$ cat src/rtl/reorder_buffer_pkg.sv
// Shared types and sizing for the reorder buffer.
// ROB_SIZE_BITS is the single sizing constant; everything else derives from it.
package reorder_buffer_pkg;

  localparam int ROB_SIZE_BITS = 4;
  localparam int ROB_DEPTH     = 1 << ROB_SIZE_BITS;
  localparam int DISP_W        = 2;
  localparam int COMP_W        = 3;
  localparam int RET_W         = 2;
  localparam int PREG_W        = 6;
  localparam int PC_W          = 32;

  typedef logic [ROB_SIZE_BITS-1:0] rob_idx_t;
  typedef logic [ROB_SIZE_BITS:0]   rob_cnt_t;

  typedef struct packed {
    logic RegWrite;
  } controlStruct;

  typedef struct packed {
    logic [PC_W-1:0]   pc;
    logic [PREG_W-1:0] rd;
    logic [PREG_W-1:0] rd_old;
    controlStruct      control;
  } dispatchStruct;

  typedef struct packed {
    logic     valid;
    rob_idx_t robNum;
  } completeStruct;

  typedef struct packed {
    logic              valid;
    logic              done;
    logic [PC_W-1:0]   pc;
    logic [PREG_W-1:0] rd;
    logic [PREG_W-1:0] rd_old;
    logic              RegWrite;
  } robEntry;

  typedef struct packed {
    logic              valid;
    logic [PREG_W-1:0] rd;
    logic [PREG_W-1:0] rd_old;
    logic              RegWrite;
    logic [PC_W-1:0]   pc;
  } retireStruct;

endpackage

$ cat src/rtl/reorder_buffer.sv
// 16-entry in-order reorder buffer: allocates up to two entries per cycle at
// the tail, marks entries done from three completion ports, and retires up to
// two consecutive done entries per cycle from the head.
module reorder_buffer
  import reorder_buffer_pkg::*;
(
  input  logic                                    clk,
  input  logic                                    reset_n,
  input  logic          [DISP_W-1:0]              disp_valid,
  input  dispatchStruct [DISP_W-1:0]              disp_inst,
  output logic                                    disp_ready,
  output logic          [DISP_W-1:0][ROB_SIZE_BITS-1:0] disp_robNum,
  input  completeStruct [COMP_W-1:0]              comp,
  output logic          [RET_W-1:0]               ret_valid,
  output logic          [RET_W-1:0][PREG_W-1:0]   ret_rd,
  output logic          [RET_W-1:0][PREG_W-1:0]   ret_rd_old,
  output logic          [RET_W-1:0]               ret_RegWrite,
  output logic          [RET_W-1:0][PC_W-1:0]     ret_pc,
  output logic          [ROB_SIZE_BITS:0]         rob_count,
  output logic                                    rob_empty
);

  // Control state (reset) and entry payload (not reset; qualified by valid).
  rob_idx_t                head;
  rob_idx_t                tail;
  rob_cnt_t                count;
  logic [ROB_DEPTH-1:0]    ent_valid;
  logic [ROB_DEPTH-1:0]    ent_done;
  logic [PC_W-1:0]         ent_pc       [ROB_DEPTH];
  logic [PREG_W-1:0]       ent_rd       [ROB_DEPTH];
  logic [PREG_W-1:0]       ent_rd_old   [ROB_DEPTH];
  logic [ROB_DEPTH-1:0]    ent_regwrite;

  logic                    disp_fire;
  logic [DISP_W-1:0]       disp_slot;
  rob_cnt_t                n_disp;
  rob_cnt_t                n_ret;
  rob_idx_t                ret_idx  [RET_W];
  robEntry                 ret_ent  [RET_W];
  retireStruct             ret_slot [RET_W];
  logic                    comp_bad;
  logic                    comp_dup;

  // Registered count only: a same-cycle retire does not open up space.
  assign disp_ready = (count <= rob_cnt_t'(ROB_DEPTH - 2));
  // Slot 0 must be valid for any allocation, which also drops the 2'b10 pattern.
  assign disp_fire  = disp_ready && disp_valid[0];
  assign disp_slot  = disp_fire ? disp_valid : '0;
  assign n_disp     = rob_cnt_t'($countones(disp_slot));
  assign n_ret      = rob_cnt_t'($countones(ret_valid));
  assign rob_count  = count;
  assign rob_empty  = (count == '0);

  // Allocation indices: consecutive entries starting at the tail.
  always_comb begin
    for (int d = 0; d < DISP_W; d++) begin
      disp_robNum[d] = tail + rob_idx_t'(d);
    end
  end

  // Retire selection: a slot retires only if every older slot also retires.
  always_comb begin
    logic chain;
    chain = 1'b1;
    for (int i = 0; i < RET_W; i++) begin
      ret_idx[i] = head + rob_idx_t'(i);
      ret_ent[i] = '{valid:    ent_valid[ret_idx[i]],
                     done:     ent_done[ret_idx[i]],
                     pc:       ent_pc[ret_idx[i]],
                     rd:       ent_rd[ret_idx[i]],
                     rd_old:   ent_rd_old[ret_idx[i]],
                     RegWrite: ent_regwrite[ret_idx[i]]};
      chain = chain & ret_ent[i].valid & ret_ent[i].done;
      ret_slot[i] = '0;
      ret_slot[i].valid = chain;
      if (chain) begin
        ret_slot[i].rd       = ret_ent[i].rd;
        ret_slot[i].rd_old   = ret_ent[i].rd_old;
        ret_slot[i].RegWrite = ret_ent[i].RegWrite;
        ret_slot[i].pc       = ret_ent[i].pc;
      end
    end
  end

  // Unpack the retire slots onto the flat output ports.
  always_comb begin
    for (int i = 0; i < RET_W; i++) begin
      ret_valid[i]    = ret_slot[i].valid;
      ret_rd[i]       = ret_slot[i].rd;
      ret_rd_old[i]   = ret_slot[i].rd_old;
      ret_RegWrite[i] = ret_slot[i].RegWrite;
      ret_pc[i]       = ret_slot[i].pc;
    end
  end

  // Pointer, count and valid/done bookkeeping; later loops take priority.
  always_ff @(posedge clk or negedge reset_n) begin
    if (!reset_n) begin
      head      <= '0;
      tail      <= '0;
      count     <= '0;
      ent_valid <= '0;
      ent_done  <= '0;
    end else begin
      for (int c = 0; c < COMP_W; c++) begin
        if (comp[c].valid && ent_valid[comp[c].robNum]) begin
          ent_done[comp[c].robNum] <= 1'b1;
        end
      end
      for (int r = 0; r < RET_W; r++) begin
        if (ret_valid[r]) begin
          ent_valid[ret_idx[r]] <= 1'b0;
          ent_done[ret_idx[r]]  <= 1'b0;
        end
      end
      for (int d = 0; d < DISP_W; d++) begin
        if (disp_slot[d]) begin
          ent_valid[disp_robNum[d]] <= 1'b1;
          ent_done[disp_robNum[d]]  <= 1'b0;
        end
      end
      head  <= head + rob_idx_t'(n_ret);
      tail  <= tail + rob_idx_t'(n_disp);
      count <= count + n_disp - n_ret;
    end
  end

  // Payload capture for newly allocated entries.
  always_ff @(posedge clk) begin
    for (int d = 0; d < DISP_W; d++) begin
      if (disp_slot[d]) begin
        ent_pc[disp_robNum[d]]       <= disp_inst[d].pc;
        ent_rd[disp_robNum[d]]       <= disp_inst[d].rd;
        ent_rd_old[disp_robNum[d]]   <= disp_inst[d].rd_old;
        ent_regwrite[disp_robNum[d]] <= disp_inst[d].control.RegWrite;
      end
    end
  end

  // Illegal completion detection: unallocated target or two ports on one entry.
  always_comb begin
    comp_bad = 1'b0;
    comp_dup = 1'b0;
    for (int i = 0; i < COMP_W; i++) begin
      if (comp[i].valid && !ent_valid[comp[i].robNum]) comp_bad = 1'b1;
      for (int j = i + 1; j < COMP_W; j++) begin
        if (comp[i].valid && comp[j].valid && comp[i].robNum == comp[j].robNum) comp_dup = 1'b1;
      end
    end
  end

  a_disp_pattern: assert property (@(posedge clk) disable iff (!reset_n)
    !(!disp_valid[0] && disp_valid[1]));
  a_comp_valid:   assert property (@(posedge clk) disable iff (!reset_n) !comp_bad);
  a_comp_unique:  assert property (@(posedge clk) disable iff (!reset_n) !comp_dup);

endmodule

$ cat config.mk
export PLATFORM = sky130hd
export DESIGN_NAME = reorder_buffer
export DESIGN_NICKNAME = d
export VERILOG_FILES = /design/src/rtl/reorder_buffer_pkg.sv /design/src/rtl/reorder_buffer.sv
export SDC_FILE = /design/constraint.sdc
export NUM_CORES = 2
export LEC_CHECK = 0
export ABC_CLOCK_PERIOD_IN_PS = 7100
export CELL_PAD_IN_SITES_DETAIL_PLACEMENT = 0
export CELL_PAD_IN_SITES_GLOBAL_PLACEMENT = 2
export CORE_MARGIN = 10
export CORE_UTILIZATION = 49
export CTS_CLUSTER_SIZE = 28
export DETAILED_ROUTE_END_ITERATION = 16
export DONT_BUFFER_PORTS = 1
export GPL_TIMING_DRIVEN = 0
export PLACE_DENSITY_LB_ADDON = 0.1
export SLEW_MARGIN = 20
export SYNTH_ARGS = -nofsm -noshare
export SYNTH_HDL_FRONTEND = slang
export SYNTH_SLANG_ARGS = --single-unit
$ cat constraint.sdc
create_clock -name clk -period 7.1 [get_ports clk]
set_input_delay 1.42 -clock clk [delete_from_list [all_inputs] [get_ports clk]]
set_output_delay 1.42 -clock clk [all_outputs]
set_load 0.1 [all_outputs]
==> results.yml <==
grt:
  antenna_found_initial: 4
  grt_pass1_vias: 31250
  grt_max_degree: 46
  grt_pass1_wl_mm: 237.1
  grt_usage: 0.3132
  grt_overflow_total: 0
placed_design:
  place_hpwl_mm: 116.3
  port_buffers: 0
  dp_slack_ns: -1.396
  placedCellCount: 4089
  gp_congestion: 0.8889
logic_synthesis:
  synth_edf_count: 704
  yosysUniqueCellTypes: 70
  syn_avg_cell_area_um2: 16.64
  synth_nets: 2903
  synth-seq-cells: 765
  synth-main-ff-cell: "edfxtp_1"
  async_flop_share: 0.05882
  syn-instance-count: 2763
  syn_area_um2: 45990
  ys_seq_area_frac: 0.4912
  synth_warnings: 0
clock_network:
  root_buffer: "clkbuf_16"
  cts_hold_buf: 0
  cts_sinks: 765
  cts_buffers: 89
  cts_tree: "built"
  clockBufferDepth: 3
  clk_pin_slew_ns: 0.06
  clk_latency_ns: 0.68
  htreeDepth: 3
worst_setup_path:
  worst_setup_path_start_kind: "flip-flop"
  cp_top_family: "buffers and inverters"
  rr_startpoint: "head[1]"
  crit_buf_inv: 8
  worst_setup_path_end_kind: "output pin"
  crit_fanout: 19
  cpMostUsedCell: "buf_2"
  cp_data_arrival_time_ns: 5.49
  crit_slowest_cell: "mux4_2"
  r2r-end: "rob_count[4]"
  slowest_delay_ns: 0.55
  r2r_cells: 21
  rrSetupSlack_ns: 0.55
  crit_required_ns: 5.68
  cp_cell_sequence: "buf_2 -> buf_2 -> buf_4 -> inv_1 -> ha_1 -> buf_2 -> buf_4 -> clkbuf_4 -> mux4_2 -> mux4_2 -> nor3b_2 -> buf_16"
  crit_type: "reg -> out"
sta:
  slew_violations: 0
  min_period_over_period: 0.9728
  relSlewSlack: 0.1848
  tightest_slew_ns: 1.223
  fin_crit_ns: 6.907
  finalHoldViolations: 0
  fin_hold_ws_ns: 0.4486
  fin_skew_ns: 0.01739
  setup_tns_ns: 0
  fmax_ghz: 0.1448
  rsz0062_at_grt: "no"
  final.setup.worst_slack_ns: 0.1932
  setup_viol: 0
detailed_routing:
  vias: 30190
  drtIter0Drc: 4085
  via_per_inst: 7.094
  antenna_left: 0
  routed_wl_mm: 169.3
  drt_first_pass_iters: 5
  wire_per_inst_um: 39.77
  post-route-drc-count: 0
final_layout:
  fin_cells: 4256
  drive_gt1_frac: 0.5425
  syn_to_final_growth_pct: 14.64
  nets: 3067
  utilization: 0.5657
die:
  die_w_um: 326.4
  dieArea_um2: 106500
  start_util: 0.4935
  row_count: 112
  die_h_um: 326.4
  ios: 216
  core_um2: 93190
run_status:
  status: "finished, final reports clean"
pwr:
  pwr_density_cell_nw_per_um2: 523.9
  pwr-share-seq: 0.222
  leakage_nw: 17.17
  p_int_w: 0.01444
  p_switching_w: 0.01319
  p_comb_frac: 0.604
  ir_drop_uv: 339.5
  p_sw_frac: 0.4774
  clock_power_share: 0.173
flow_run:
  drv_cap: 0
hold_path:
  hold_class: "in -> async"
[Yosys cell counts, types with 7 or more instances]
library cell / n / share of area
edfxtp_1: 704 / 0.46
mux2_2: 704 / 0.17
mux4_2: 467 / 0.23
clkbuf_1: 157 / 0.013
buf_2: 135 / 0.015
and2_1: 51 / 0.0069
nand2_1: 51 / 0.0042
nor3b_1: 48 / 0.0078
dfrtp_1: 45 / 0.024
inv_1: 33 / 0.0027
o21ai_0: 31 / 0.0034
ha_1: 27 / 0.0073
a21oi_1: 24 / 0.0026
nand3_1: 24 / 0.0026
nor2_1: 23 / 0.0019
mux2i_1: 19 / 0.0041
dfxtp_1: 16 / 0.0070
nand3b_1: 13 / 0.0021
nor2b_1: 12 / 0.0016
o31ai_1: 12 / 0.0020
nand2b_1: 11 / 0.0015
a211o_1: 9 / 0.0017
buf_1: 9 / 0.00073
a22o_1: 8 / 0.0015
a31oi_1: 8 / 0.0011
a211oi_2: 7 / 0.0019
nand4_1: 7 / 0.00095
o311ai_0: 7 / 0.0013
[state kept, by name, indices dropped and copies added, names as in the netlist, 5 cells and up]
| register | count |
|---|---|
| ent_pc | 512 |
| ent_rd | 96 |
| ent_rd_old | 96 |
| ent_done | 16 |
| ent_regwrite | 16 |
| ent_valid | 16 |
| rob_count | 5 |
[cells in the final DEF (no fill, tap or decap), drive strengths merged, types with 5 or more instances in the layout]
cell type / instances
clkinv: 30
nor2b: 12
o31ai: 12
a211oi: 10
mux2: 704
nand2: 51
nand3b: 13
nor2: 28
nand4: 7
and3: 5
ha: 27
mux4: 467
edfxtp: 704
clkbuf: 278
nand3: 24
xnor2: 7
nand4b: 6
nor3b: 48
a31oi: 8
inv: 35
a21oi: 24
o311a: 6
and2: 51
buf: 223
a41oi: 6
nand2b: 11
o21ai: 31
a211o: 9
bufinv: 13
nor3: 6
mux2i: 20
o311ai: 7
a22o: 8
dfxtp: 16
dfrtp: 45
[power by group through the flow]
stage                     clock [W]  sequential (W)  combinational (W)
after global routing        0.00500         0.00618             0.0172
after global placement            0         0.00626             0.0150
after detailed placement          0         0.00621             0.0164
final                       0.00478         0.00614             0.0167
after CTS                   0.00481         0.00612             0.0166
after floorplan                   0         0.00606             0.0110
[area by class of cell]
type | instances | area, um2
Sequential cell | 765 | 22590
Fill cell | 7280 | 40470
Clock buffer | 121 | 2431
Clock inverter | 44 | 546.8
Antenna cell | 1 | 2.502
Buffer | 305 | 1456
Inverter | 34 | 137.6
Timing Repair Buffer | 75 | 1688
Multi-Input combinational cell | 1657 | 22300
Tap cell | 1254 | 1569
[how the worst max path moves through the flow]
stage                 start               to  slack (ns)  cells past startpoint
2_1_floorplan       head[1]       ret_pc[54]        0.27                     12
3_3_place_gp   rob_count[4]    ent_pc[2][16]       -5.32                      7
3_5_place_dp        head[1]     rob_count[4]       -1.40                     21
4_1_cts             head[1]  ret_RegWrite[1]        0.18                     12
5_1_grt             head[1]  ret_RegWrite[1]         0.1                     12
6_report            head[1]    ret_rd_old[7]        0.19                     12
[kinds of logic (layout without fill, tap and decap cells)]
kind of cell,Yosys count,count (layout),share of synthesized area
other,0,1,0
AO/OA/AOI/OAI,149,149,0.02411
XOR/XNOR,11,11,0.002503
adder cells (fa/ha/maj),31,31,0.009087
flip-flops,765,765,0.4912
multiplexers,1191,1191,0.4057
AND/OR/NAND/NOR,275,275,0.03518
buffers and inverters,341,579,0.03224
[timing repair]
| item | CTS | global route |
|---|---|---|
| buffers inserted | 2 | 0 |
| resized for setup | 47 | 0 |
| setup endpoints to repair | 55 | 0 |
[routing by layer]
metal	vias up	part of all wire	global-route usage
met5	-	0.00025	0
met1	16100	0.37	0.3990
met4	6	0.046	0.1315
met3	427	0.099	0.07395
li1	11760	-	-
met2	1900	0.48	0.5119
[per-stage QoR]
| stage | cell area, um2 | total power, W |
|---|---|---|
| 3_5_place_dp | 49600 | 0.02263 |
| 4_1_cts | 52700 | 0.02755 |
| 3_3_place_gp | 47560 | 0.02122 |
| 6_report | 52720 | 0.02762 |
| 5_1_grt | 52720 | 0.02834 |
| 2_1_floorplan | 45990 | 0.01703 |
[worst register-to-register path, stage by stage (launching register included)]
cell and delay [ns]:
dfrtp_1 0.51, buf_2 0.39, buf_2 0.45, buf_4 0.42, inv_1 0.25, ha_1 0.40
buf_2 0.31, buf_4 0.35, mux4_2 0.42, mux2i_4 0.19, buf_12 0.18, buf_2 0.47
nor2_4 0.26, ha_1 0.40, ha_1 0.29, inv_1 0.04, ha_1 0.21, fa_1 0.47
a21oi_1 0.14, nor2_1 0.05, nor2_1 0.13, xnor2_1 0.14
(Power assumes the default switching activity.)
==> variant (same flow settings) <==
Put one more register stage on the output `rob_count`, with the module's reset. The value now appears one clock later. The other outputs are not delayed to match.
--- a/src/rtl/reorder_buffer.sv
+++ b/src/rtl/reorder_buffer.sv
@@ -48,7 +48,13 @@
   assign disp_slot  = disp_fire ? disp_valid : '0;
   assign n_disp     = rob_cnt_t'($countones(disp_slot));
   assign n_ret      = rob_cnt_t'($countones(ret_valid));
-  assign rob_count  = count;
+  always_ff @(posedge clk or negedge reset_n) begin
+    if (!reset_n) begin
+      rob_count <= '0;
+    end else begin
+      rob_count <= count;
+    end
+  end
   assign rob_empty  = (count == '0);
 
   // Allocation indices: consecutive entries starting at the tail.
Behaviour: not the same (a bounded check fails within 4 cycles, from zero or initial values and one cycle with reset_n low).
==> variant against the unedited design <==
  * Setup slack got worse by 0.058 ns
  * Sequential cell count grew 5
  * Count of clock-buffer cells in the layout is 4 lower
  * Total power shrank 5.4%
  * Worst hold slack improved by 0.0047 ns
  * Design area grew 1.8%
  * Die area is 1.0% higher
  * Wire length grew 2.3%
  * Non-clock buffer count up 32
  * Area after synthesis grew 1.1%
  * Cell count increased by 8.1%
  * Largest cell class unchanged
==> variant: results (changes against the unedited design) <==
[critical_path]
reg2reg_depth = 18  ; was 21
worstPathMaxFanout = 10  ; was 19
cpPeakStageDelay_ns = 0.91  ; was 0.55 ns
r2r_slack_ns = 1.31  ; was 0.55 ns
cp.arrival_ns = 5.54  ; was 5.49 ns
r2r-end = count[4]  ; was rob_count[4]

[global_routing]
grt_pass1_vias = 32900  ; was 31300
grt_start_max_net_pins = 51  ; was 46
antenna_found_initial = 7  ; was 4
grt_pass1_wl_um = 246000  ; was 237000 µm

[pwr]
swShare = 0.491  ; was 0.477
p_leak_uw = 0.0177  ; was 0.0172 µW
max-vdd-ir-drop_mv = 0.317  ; was 0.340 mV

[yosys]
synth-compound-area-share = 0.0368  ; was 0.0241
synth_area_leaders = edfxtp_1 (45%), mux4_2 (20%), mux2_2 (17%)  ; was edfxtp_1 (46%), mux4_2 (23%), mux2_2 (17%)
synth.distinct_cells = 74  ; was 70
synth_common_cells = edfxtp_1 (704), mux2_2 (696), mux4_2 (411)  ; was edfxtp_1 (704), mux2_2 (704), mux4_2 (467)
yosys.area_share.adder = 0.00899  ; was 0.00909
syn-num-nets = 3222  ; was 2903
ys_ff_latch = 770  ; was 765
synthCells = 3082  ; was 2763
synthMuxAreaShare = 0.374  ; was 0.406
async_flop_share = 0.0649  ; was 0.0588
ys_seq_area_frac = 0.489  ; was 0.491

[finish]
antenna_cells = 2  ; was 1
fillers = 7446  ; was 7280
inv_count = 48  ; was 34
signal_buffers = 412  ; was 380
clkbuf_count = 117  ; was 121
drive_above_1_share = 0.470  ; was 0.542
area_growth_pct = 15.4  ; was 14.6%
nNetsFinal = 3412  ; was 3067
area_share_clock_buf_inv = 0.0522  ; was 0.0565

[place]
place_inst = 4433  ; was 4089
dp_hpwl_um = 123000  ; was 116000 µm
pre_cts_slack_ns = 1.06  ; was -1.40 ns

[detailed_routing]
drt-wirelength-per-cell_um = 37.6  ; was 39.8 µm
drtIter0Drc = 3622  ; was 4085
vias = 31600  ; was 30200
firstDrtPassIters = 7  ; was 5
wl_met2_um = 82800  ; was 81900 µm
wl_met1_um = 64600  ; was 62800 µm
wl_met3_um = 17500  ; was 16800 µm

[run_status]
outcome = finished, final reports clean  ; unchanged

[clock_network]
cts_setup_buffers = 0  ; was 2

[sta]
tightestPinTransition_ns = 1.21  ; was 1.22 ns
fmax_mhz = 144  ; was 145 MHz

[variant: worst min-delay path by stage]
stage / from / to / slack [ns] / cells past startpoint
3_5_place_dp: count[1] / rob_count[1] / 0.45 / 0
5_1_grt: reset_n / head[3] / 0.44 / 0
4_1_cts: reset_n / ent_done[11] / 0.42 / 0
2_1_floorplan: count[3] / rob_count[3] / 0.40 / 0
3_3_place_gp: count[1] / rob_count[1] / 0.44 / 0
6_report: reset_n / ent_done[2] / 0.45 / 0
[variant: metal layers]
metal / vias to the layer above / track usage
met3: 404 / 0.0892
met2: 1808 / 0.513
li1: 12700 / -
met5: - / 0
met4: 12 / 0.145
met1: 16600 / 0.399
[variant: power by group through the flow]
stage	Sequential [µW]	Clock, µW	Combinational (µW)
after CTS	6160	4550	15300
after global routing	6220	4720	16000
after floorplan	6150	0	10000
after detailed placement	6250	0	15300
final	6170	4520	15400
after global placement	6370	0	14200
